<file path="src/rtl/fft_pkg.sv">
// Shared constants, loader state encoding and the frame packing-order helper
// for the 16-point FFT input stage.
package fft_pkg;

  localparam int FFT_N    = 16;
  localparam int SAMPLE_W = 32;
  localparam int Q_FRAC   = 16;
  localparam int CNT_W    = $clog2(FFT_N);
  localparam int FRAME_W  = FFT_N * SAMPLE_W;

  typedef enum logic [1:0] {
    FILL   = 2'd0,
    FULL   = 2'd1,
    RESYNC = 2'd2
  } loader_state_t;

  // Bit offset of sample idx inside a packed frame: sample 0 sits in the
  // most significant word, sample n-1 in the least significant word.
  function automatic int slot_lsb(input int idx, input int n, input int w);
    return (n - 1 - idx) * w;
  endfunction

endpackage

</file>
<file path="src/rtl/frame_reg.sv">
// N-slot register bank of complex samples: one indexed write port, one
// parallel load port and a packed parallel read in FFT frame order.
module frame_reg
  import fft_pkg::*;
#(
  parameter int N = FFT_N,
  parameter int W = SAMPLE_W
) (
  input  logic                 clk,
  input  logic                 rst,
  input  logic                 wr_en,
  input  logic [$clog2(N)-1:0] wr_idx,
  input  logic [W-1:0]         wr_re,
  input  logic [W-1:0]         wr_im,
  input  logic                 ld_en,
  input  logic [N*W-1:0]       ld_re,
  input  logic [N*W-1:0]       ld_im,
  output logic [N*W-1:0]       rd_re,
  output logic [N*W-1:0]       rd_im
);

  logic [W-1:0] re_mem [N];
  logic [W-1:0] im_mem [N];

  // Slot storage: parallel load has priority over the single indexed write.
  always_ff @(posedge clk or posedge rst) begin
    if (rst) begin
      for (int i = 0; i < N; i++) begin
        re_mem[i] <= {W{1'b0}};
        im_mem[i] <= {W{1'b0}};
      end
    end else if (ld_en) begin
      for (int i = 0; i < N; i++) begin
        re_mem[i] <= ld_re[slot_lsb(i, N, W) +: W];
        im_mem[i] <= ld_im[slot_lsb(i, N, W) +: W];
      end
    end else if (wr_en) begin
      re_mem[wr_idx] <= wr_re;
      im_mem[wr_idx] <= wr_im;
    end
  end

  for (genvar g = 0; g < N; g++) begin : g_pack
    assign rd_re[slot_lsb(g, N, W) +: W] = re_mem[g];
    assign rd_im[slot_lsb(g, N, W) +: W] = im_mem[g];
  end

endmodule

</file>
<file path="src/rtl/fft_frame_loader.sv">
// Streaming-to-frame loader: collects N complex samples from a valid/ready
// stream into a fill buffer, then hands the completed frame to a held output
// register. Framing errors discard the partial frame and pulse frame_err.
module fft_frame_loader
  import fft_pkg::*;
#(
  parameter int N = FFT_N,
  parameter int W = SAMPLE_W
) (
  input  logic         clk,
  input  logic         rst,
  input  logic         s_valid,
  output logic         s_ready,
  input  logic [W-1:0] s_re,
  input  logic [W-1:0] s_im,
  input  logic         s_last,
  output logic         m_valid,
  input  logic         m_ready,
  output logic [N*W-1:0] m_re,
  output logic [N*W-1:0] m_im,
  output logic         frame_err
);

  localparam int CNT_W_L = $clog2(N);
  localparam logic [CNT_W_L-1:0] LAST_IDX = CNT_W_L'(N - 1);
  localparam logic [CNT_W_L-1:0] CNT_ONE  = CNT_W_L'(1);

  loader_state_t         state;
  logic [CNT_W_L-1:0]    cnt;
  logic                  accept;
  logic                  transfer;
  logic                  fill_wr;
  logic [N*W-1:0]        fill_re;
  logic [N*W-1:0]        fill_im;

  assign s_ready  = (state != FULL);
  assign accept   = s_valid && s_ready;
  // A completed frame moves out when the output register is empty or draining.
  assign transfer = (state == FULL) && (!m_valid || m_ready);
  assign fill_wr  = accept && (state == FILL);

  frame_reg #(.N(N), .W(W)) fill_buf (
    .clk    (clk),
    .rst    (rst),
    .wr_en  (fill_wr),
    .wr_idx (cnt),
    .wr_re  (s_re),
    .wr_im  (s_im),
    .ld_en  (1'b0),
    .ld_re  ({(N*W){1'b0}}),
    .ld_im  ({(N*W){1'b0}}),
    .rd_re  (fill_re),
    .rd_im  (fill_im)
  );

  frame_reg #(.N(N), .W(W)) out_buf (
    .clk    (clk),
    .rst    (rst),
    .wr_en  (1'b0),
    .wr_idx ({CNT_W_L{1'b0}}),
    .wr_re  ({W{1'b0}}),
    .wr_im  ({W{1'b0}}),
    .ld_en  (transfer),
    .ld_re  (fill_re),
    .ld_im  (fill_im),
    .rd_re  (m_re),
    .rd_im  (m_im)
  );

  // Loader FSM: sample index, framing checks and output-valid handshake.
  always_ff @(posedge clk or posedge rst) begin
    if (rst) begin
      state     <= FILL;
      cnt       <= {CNT_W_L{1'b0}};
      m_valid   <= 1'b0;
      frame_err <= 1'b0;
    end else begin
      frame_err <= 1'b0;

      case (state)
        FILL: begin
          if (accept) begin
            if (s_last) begin
              cnt <= {CNT_W_L{1'b0}};
              if (cnt == LAST_IDX) begin
                state <= FULL;
              end else begin
                // Early end of frame: drop the partial frame, restart at 0.
                frame_err <= 1'b1;
              end
            end else if (cnt == LAST_IDX) begin
              // Frame overran without a marker: hunt for the next s_last.
              cnt       <= {CNT_W_L{1'b0}};
              frame_err <= 1'b1;
              state     <= RESYNC;
            end else begin
              cnt <= cnt + CNT_ONE;
            end
          end
        end
        FULL: begin
          if (transfer) begin
            state <= FILL;
          end
        end
        RESYNC: begin
          if (accept && s_last) begin
            cnt   <= {CNT_W_L{1'b0}};
            state <= FILL;
          end
        end
        default: begin
          state <= FILL;
          cnt   <= {CNT_W_L{1'b0}};
        end
      endcase

      // A transfer wins over a drain so frames can go out back-to-back.
      if (transfer) begin
        m_valid <= 1'b1;
      end else if (m_valid && m_ready) begin
        m_valid <= 1'b0;
      end
    end
  end

endmodule

</file>
<file path="config.mk">
export PLATFORM = sky130hd
export DESIGN_NAME = fft_frame_loader
export DESIGN_NICKNAME = d
export VERILOG_FILES = /design/src/rtl/fft_pkg.sv /design/src/rtl/frame_reg.sv /design/src/rtl/fft_frame_loader.sv
export SDC_FILE = /design/constraint.sdc
export NUM_CORES = 2
export LEC_CHECK = 0
export ABC_AREA = 0
export CORE_AREA = 2 2 427 429
export CTS_CLUSTER_DIAMETER = 150
export DETAILED_ROUTE_END_ITERATION = 16
export DIE_AREA = 0 0 429 431
export PLACE_DENSITY = 0.63
export SLEW_MARGIN = 10
export SYNTH_ARGS = -nofsm -noshare
export SYNTH_HDL_FRONTEND = slang
export SYNTH_SLANG_ARGS = --single-unit
</file>
<file path="constraint.sdc">
create_clock -name clk -period 92.8 [get_ports clk]
set_input_delay 18.56 -clock clk [delete_from_list [all_inputs] [get_ports clk]]
set_output_delay 18.56 -clock clk [all_outputs]
set_load 0.02 [all_outputs]
</file>
* Word level (Yosys, flattened, before mapping)
Cells that the tools add are included.
** Word-level totals
- Input port bits :: 69
- Output and inout bits :: 1027
- Word-level logic and storage cells :: 116
- Register bits after elaboration :: 2056
** Cells by class
- Multiplexer cells :: 23
- Equality and inequality tests :: 8
- Reductions and logical operators :: 12
- $lt $le $gt $ge :: 2
- Bitwise operators :: 2
- Add/sub/neg operators :: 1
** Operators by type and width (number)
- $bwmux 512 :: 2
- $demux 32 s4 :: 1
- $mux 32 :: 1
- $mux 4 :: 4
- $mux 2 :: 6
- $pmux 4 s3 :: 1
- $mux 1 :: 7
- $logic_and 1x1->1 :: 6
- $ne 2x1->1 const B :: 3
- $pmux 2 s3 :: 1
- $ge 5x5->1 const B :: 1
- $lt 5x1->1 const B :: 1
- $not 4->5 :: 1
- $add 4x1->4 const B :: 1
- $eq 4x4->1 const B :: 1
- $ne 2x2->1 const B :: 2
- $reduce_and 4->1 :: 1
- $reduce_and 3->1 :: 1
- $eq 2x1->1 const B :: 1
- $eq 2x2->1 const B :: 1
- $logic_not 2->1 :: 1
- $reduce_bool 2->1 :: 1
- $logic_not 1->1 :: 1
- $logic_or 1x1->1 :: 1
- $not 1->1 :: 1

* Logic depth before layout (Yosys ltp)
- Depth after elaboration :: 6
- Depth in mapped cells :: 7

* Hierarchy
Synthesis repeated with hierarchy kept, for this count alone.
** Unflattened totals
- Cells, all modules :: 11946
- Area, all modules :: 104930.6 sq um
** By module, submodules not included
- frame_reg :: times used 2, area each 52205.1 sq um, cells each 5947
- fft_frame_loader :: times used 1, area each 520.5 sq um, cells each 52

* Least setup slack after synthesis
OpenSTA, ideal clock, no wires.
- Kind :: input-to-reg
- From :: input s_valid
- To :: register fill_buf.im_mem (netlist bit fill_buf.rd_im[64])
- Stages :: 5
- Buffers on the path :: 1
- Setup slack :: 72.933 ns
- Library setup time :: 0.125 ns
- Required time :: 92.675 ns
- Arrival time :: 19.742 ns
- Path through :: and2b_1 > nand3_1 > nor2_2 > buf_2 > mux2_2
** Between the ends
- Word-level cells in the longest chain between the ends :: 2
** RTL lines
- from (decl) :: line fft_frame_loader.sv:12 : input logic s_valid,
- $logic_and 1x1->1 :: line fft_frame_loader.sv:37 : assign accept = s_valid && s_ready;
- $logic_and 1x1->1 :: line fft_frame_loader.sv:40 : assign fill_wr = accept && (state == FILL);
- to (signal, indexed assignment) :: line frame_reg.sv:30 : im_mem[i] <= {W{1'b0}};
- to (signal, indexed assignment) :: line frame_reg.sv:35 : im_mem[i] <= ld_im[slot_lsb(i, N, W) +: W];
- to (signal, indexed assignment) :: line frame_reg.sv:39 : im_mem[wr_idx] <= wr_im;
- to (decl) :: line frame_reg.sv:23 : logic [W-1:0] im_mem [N];
Every way passes these cells.
A chain may end at the register's enable or synchronous reset.

==> summary.md <==
| Metric | Value |
|---|---|
| Clock skew | 0.0474 ns |
| Number of antenna violations at the first check in global routing | 10 |
| Initial Util | 0.424 |
| Post-CTS Resized | 0 |
| Die area | 0.185 mm^2 |
| Final setup violation count | 0 |
| WL/cell | 27.6 um |
| CP arrival | 24.16 ns |
| Post-Syn Area | 0.0764 mm^2 |
| Grt total ovfl | 0 |
| Setup crit start kind | input port |
| CTS buffer count | 212 |
| Worst min path class | reg2reg |
| Crit Path Max Fanout | 153 |
| Hold Path End | out_buf.rd_re[15]$_DFFE_PP0P_ |
| Die X | 429 um |
| Crit path cell chain | clkdlybuf4s50_1, inv_8, buf_4, buf_4, buf_12, buf_4, buf_4 |
| Relative slew slack | 0.190 |
| First DRT Iteration DRCs | 2121 |
| Rows | 156 |
| IO buf count | 1095 |
| Die height | 431 um |
| R2R depth | 7 |
| Seq cells post-synth | 2056 |
| Lkg Pwr | 46.3 nW |
| Post-route ant nets | 0 |
| Worst-path clk slew | 0.06 ns |
| Maximum clock insertion buffer count | 3 |
| Later-pin clock latency in the skew report | 0.85 ns |
| Vias/cell | 5.20 |
| Core Box Area | 0.180 mm^2 |
| Slowest CP cell | buf_4 |
| Req. time, crit path | 93.59 ns |
| CP max stage delay | 0.97 ns |
| Post-Syn Nets | 4529 |
| Final Hold Violating Endpoints | 0 |
| Crit path time final | 23.37 ns |
| Hold depth | 1 |
| Number of post-CTS setup repair buffers | 0 |
| 1st-pass router iterations | 5 |
| Clock sinks | 2056 |
| Post-synthesis area per instance | 17.1 um^2 |
| Fin nets | 5635 |
| Register area share after synthesis | 0.673 |
| Pin count of the biggest net entering global routing | 189 |
| WL final | 224000 um |
| Critical Path Most Common Cell | buf_4 |
| Final period util | 0.252 |
| Reg-to-reg slack, setup | 87.02 ns |
| Gr usage total | 0.241 |
| Overall via count from detail_route | 42100 |
| CTS tree | done |
| Io pins | 1096 |
| Synth warn | 0 |
| Outcome | finished, final reports clean |
| Worst-margin pin slew | 1.21 ns |
| Netlist cell types | 32 |
| Commonest non-fill, non-tap cell in the layout | dfrtp_1 |
| Critical path class | in2async |
| Slew Limit Fails | 0 |
| Setup crit end kind | asynchronous set/reset pin |
| RSZ-0062 raised after global routing | false |
| Worst reg2reg path endpoint | out_buf.rd_im[168]$_DFFE_PP0P_ |
| Most frequent cells in the layout | dfrtp_1, mux2_2, clkdlybuf4s50_1, mux2_1, clkbuf_16 |
| Vias in the first global route | 43900 |
| Final core occ | 0.538 |
| Mapped Cells | 4456 |
| CTS root buf | clkbuf_16 |
| Hpwl dp | 148000 um |
| Pwr dens | 22.8 mW/mm^2 |
| F_max | 0.0428 GHz |
| Syn-to-layout area delta | 26.8% |
| H-tree Lvls | 4 |
| Total negative slack | 0 ns |
| MaxCap Viol Count | 0 |
| Layout cells sized above 1 | 0.377 |
| # hold bufs at CTS | 0 |
| First-pass GRT wire length | 322000 um |
| Hold_sp | fill_buf.rd_re[15]$_DFFE_PP0P_ |
| DR DRC count | 0 |
| Routability cong. | 0.792 |
| Worst flop-to-flop path startpoint | state[0]$_DFFE_PP0P_ |
| Peak VDD IR | 0.0183 mV |
## metrics by stage
| stage | total power (W) | std cells | cell area [um^2] | hold WS (ns) | worst slack (ns) |
|---|---|---|---|---|---|
| floorplan | 0.00130 | 4456 | 76400 | 0.452 | 16.16 |
| global placement | 0.00134 | 7718 | 89600 | 0.462 | 68.43 |
| global route | 0.00231 | 8100 | 96900 | 0.494 | 68.57 |
| detailed placement | 0.00136 | 7718 | 89600 | 0.472 | 68.32 |
| CTS | 0.00224 | 8100 | 96900 | 0.475 | 69.28 |
| finish | 0.00221 | 8104 | 96900 | 0.464 | 69.43 |
## per-layer routing
| metal | part of all wire | up-vias | track usage |
|---|---|---|---|
| met5 | 0 | - | 0 |
| met4 | 0.052 | 0 | 0.117 |
| met3 | 0.061 | 318 | 0.0650 |
| met2 | 0.49 | 1053 | 0.398 |
| met1 | 0.40 | 22800 | 0.292 |
| li1 | - | 17900 | - |
## worst max-delay path by stage
stage,from,endpoint
finish,rst,out_buf.rd_im[51]$_DFFE_PP0P_
floorplan,rst,cnt[0]$_DFFE_PP0P_
CTS,rst,fill_buf.rd_im[115]$_DFFE_PP0P_
detailed placement,rst,out_buf.rd_im[51]$_DFFE_PP0P_
global placement,rst,out_buf.rd_im[51]$_DFFE_PP0P_
global route,rst,out_buf.rd_im[122]$_DFFE_PP0P_
## final cells by class
type                       instances  area (um^2)
multi-input combinational       2116        23600
antenna                            4         10.0
tap                             2370         2970
inverter                           4         22.5
sequential                      2056        51400
fill                           14800        83300
clock inverter                    62          825
timing repair buffer            1172        11600
clock buffer                     320         6400
## registers in the layout, indices dropped and copies added, names as in the netlist
register,cells
cnt,4
fill_buf.rd_im,512
fill_buf.rd_re,512
frame_err,1
m_valid,1
out_buf.rd_im,512
out_buf.rd_re,512
state,2
## logic make-up (layout without fill, tap and decap cells)
group | count (synthesis) | after routing | share of synthesized area
buf+inv | 284 | 1558 | 0.0187
xor+xnor | 1 | 1 | 0.000115
fa+ha+maj | 4 | 4 | 0.000655
mux | 2048 | 2048 | 0.302
other cells | 0 | 4 | 0
compound gates | 12 | 12 | 0.000950
simple gates | 51 | 51 | 0.00421
flops | 2056 | 2056 | 0.673
## cell usage after synthesis
master	instances	share of area
buf_2	172	0.011
a21o_1	1	0.000098
mux2_2	1723	0.25
dfrtp_1	2056	0.67
o21ai_0	3	0.00020
xnor2_1	1	0.00011
nand3b_1	1	0.000098
nor2_4	2	0.00029
a211oi_1	1	0.000098
o32ai_1	1	0.00011
nand2b_1	4	0.00033
nand4b_1	2	0.00023
clkbuf_1	68	0.0033
ha_1	4	0.00066
nand3_1	9	0.00059
mux2_1	325	0.048
o21ai_1	1	0.000065
o311ai_1	1	0.00011
and3_1	1	0.000082
buf_4	40	0.0039
and2b_1	1	0.000098
nor3_4	2	0.00043
nor2_2	6	0.00049
nor2_1	1	0.000049
nor3_1	1	0.000065
nor2b_1	5	0.00041
a21oi_1	4	0.00026
inv_1	4	0.00020
and3b_1	2	0.00023
nor4_1	1	0.000082
nand2_1	11	0.00054
nor3b_1	2	0.00020
## critical path, delay by kind of cell
family | cells | cell delay (ns)
buffers and inverters | 7 | 5.13
## power breakdown
part           leakage (nW)  switching [W]  internal (W)
Combinational          15.1      0.0000873      0.000129
Sequential             27.6      0.0000718       0.00105
Clock                  3.56       0.000359      0.000512
Note: power is estimated with default switching activity, not from simulation.
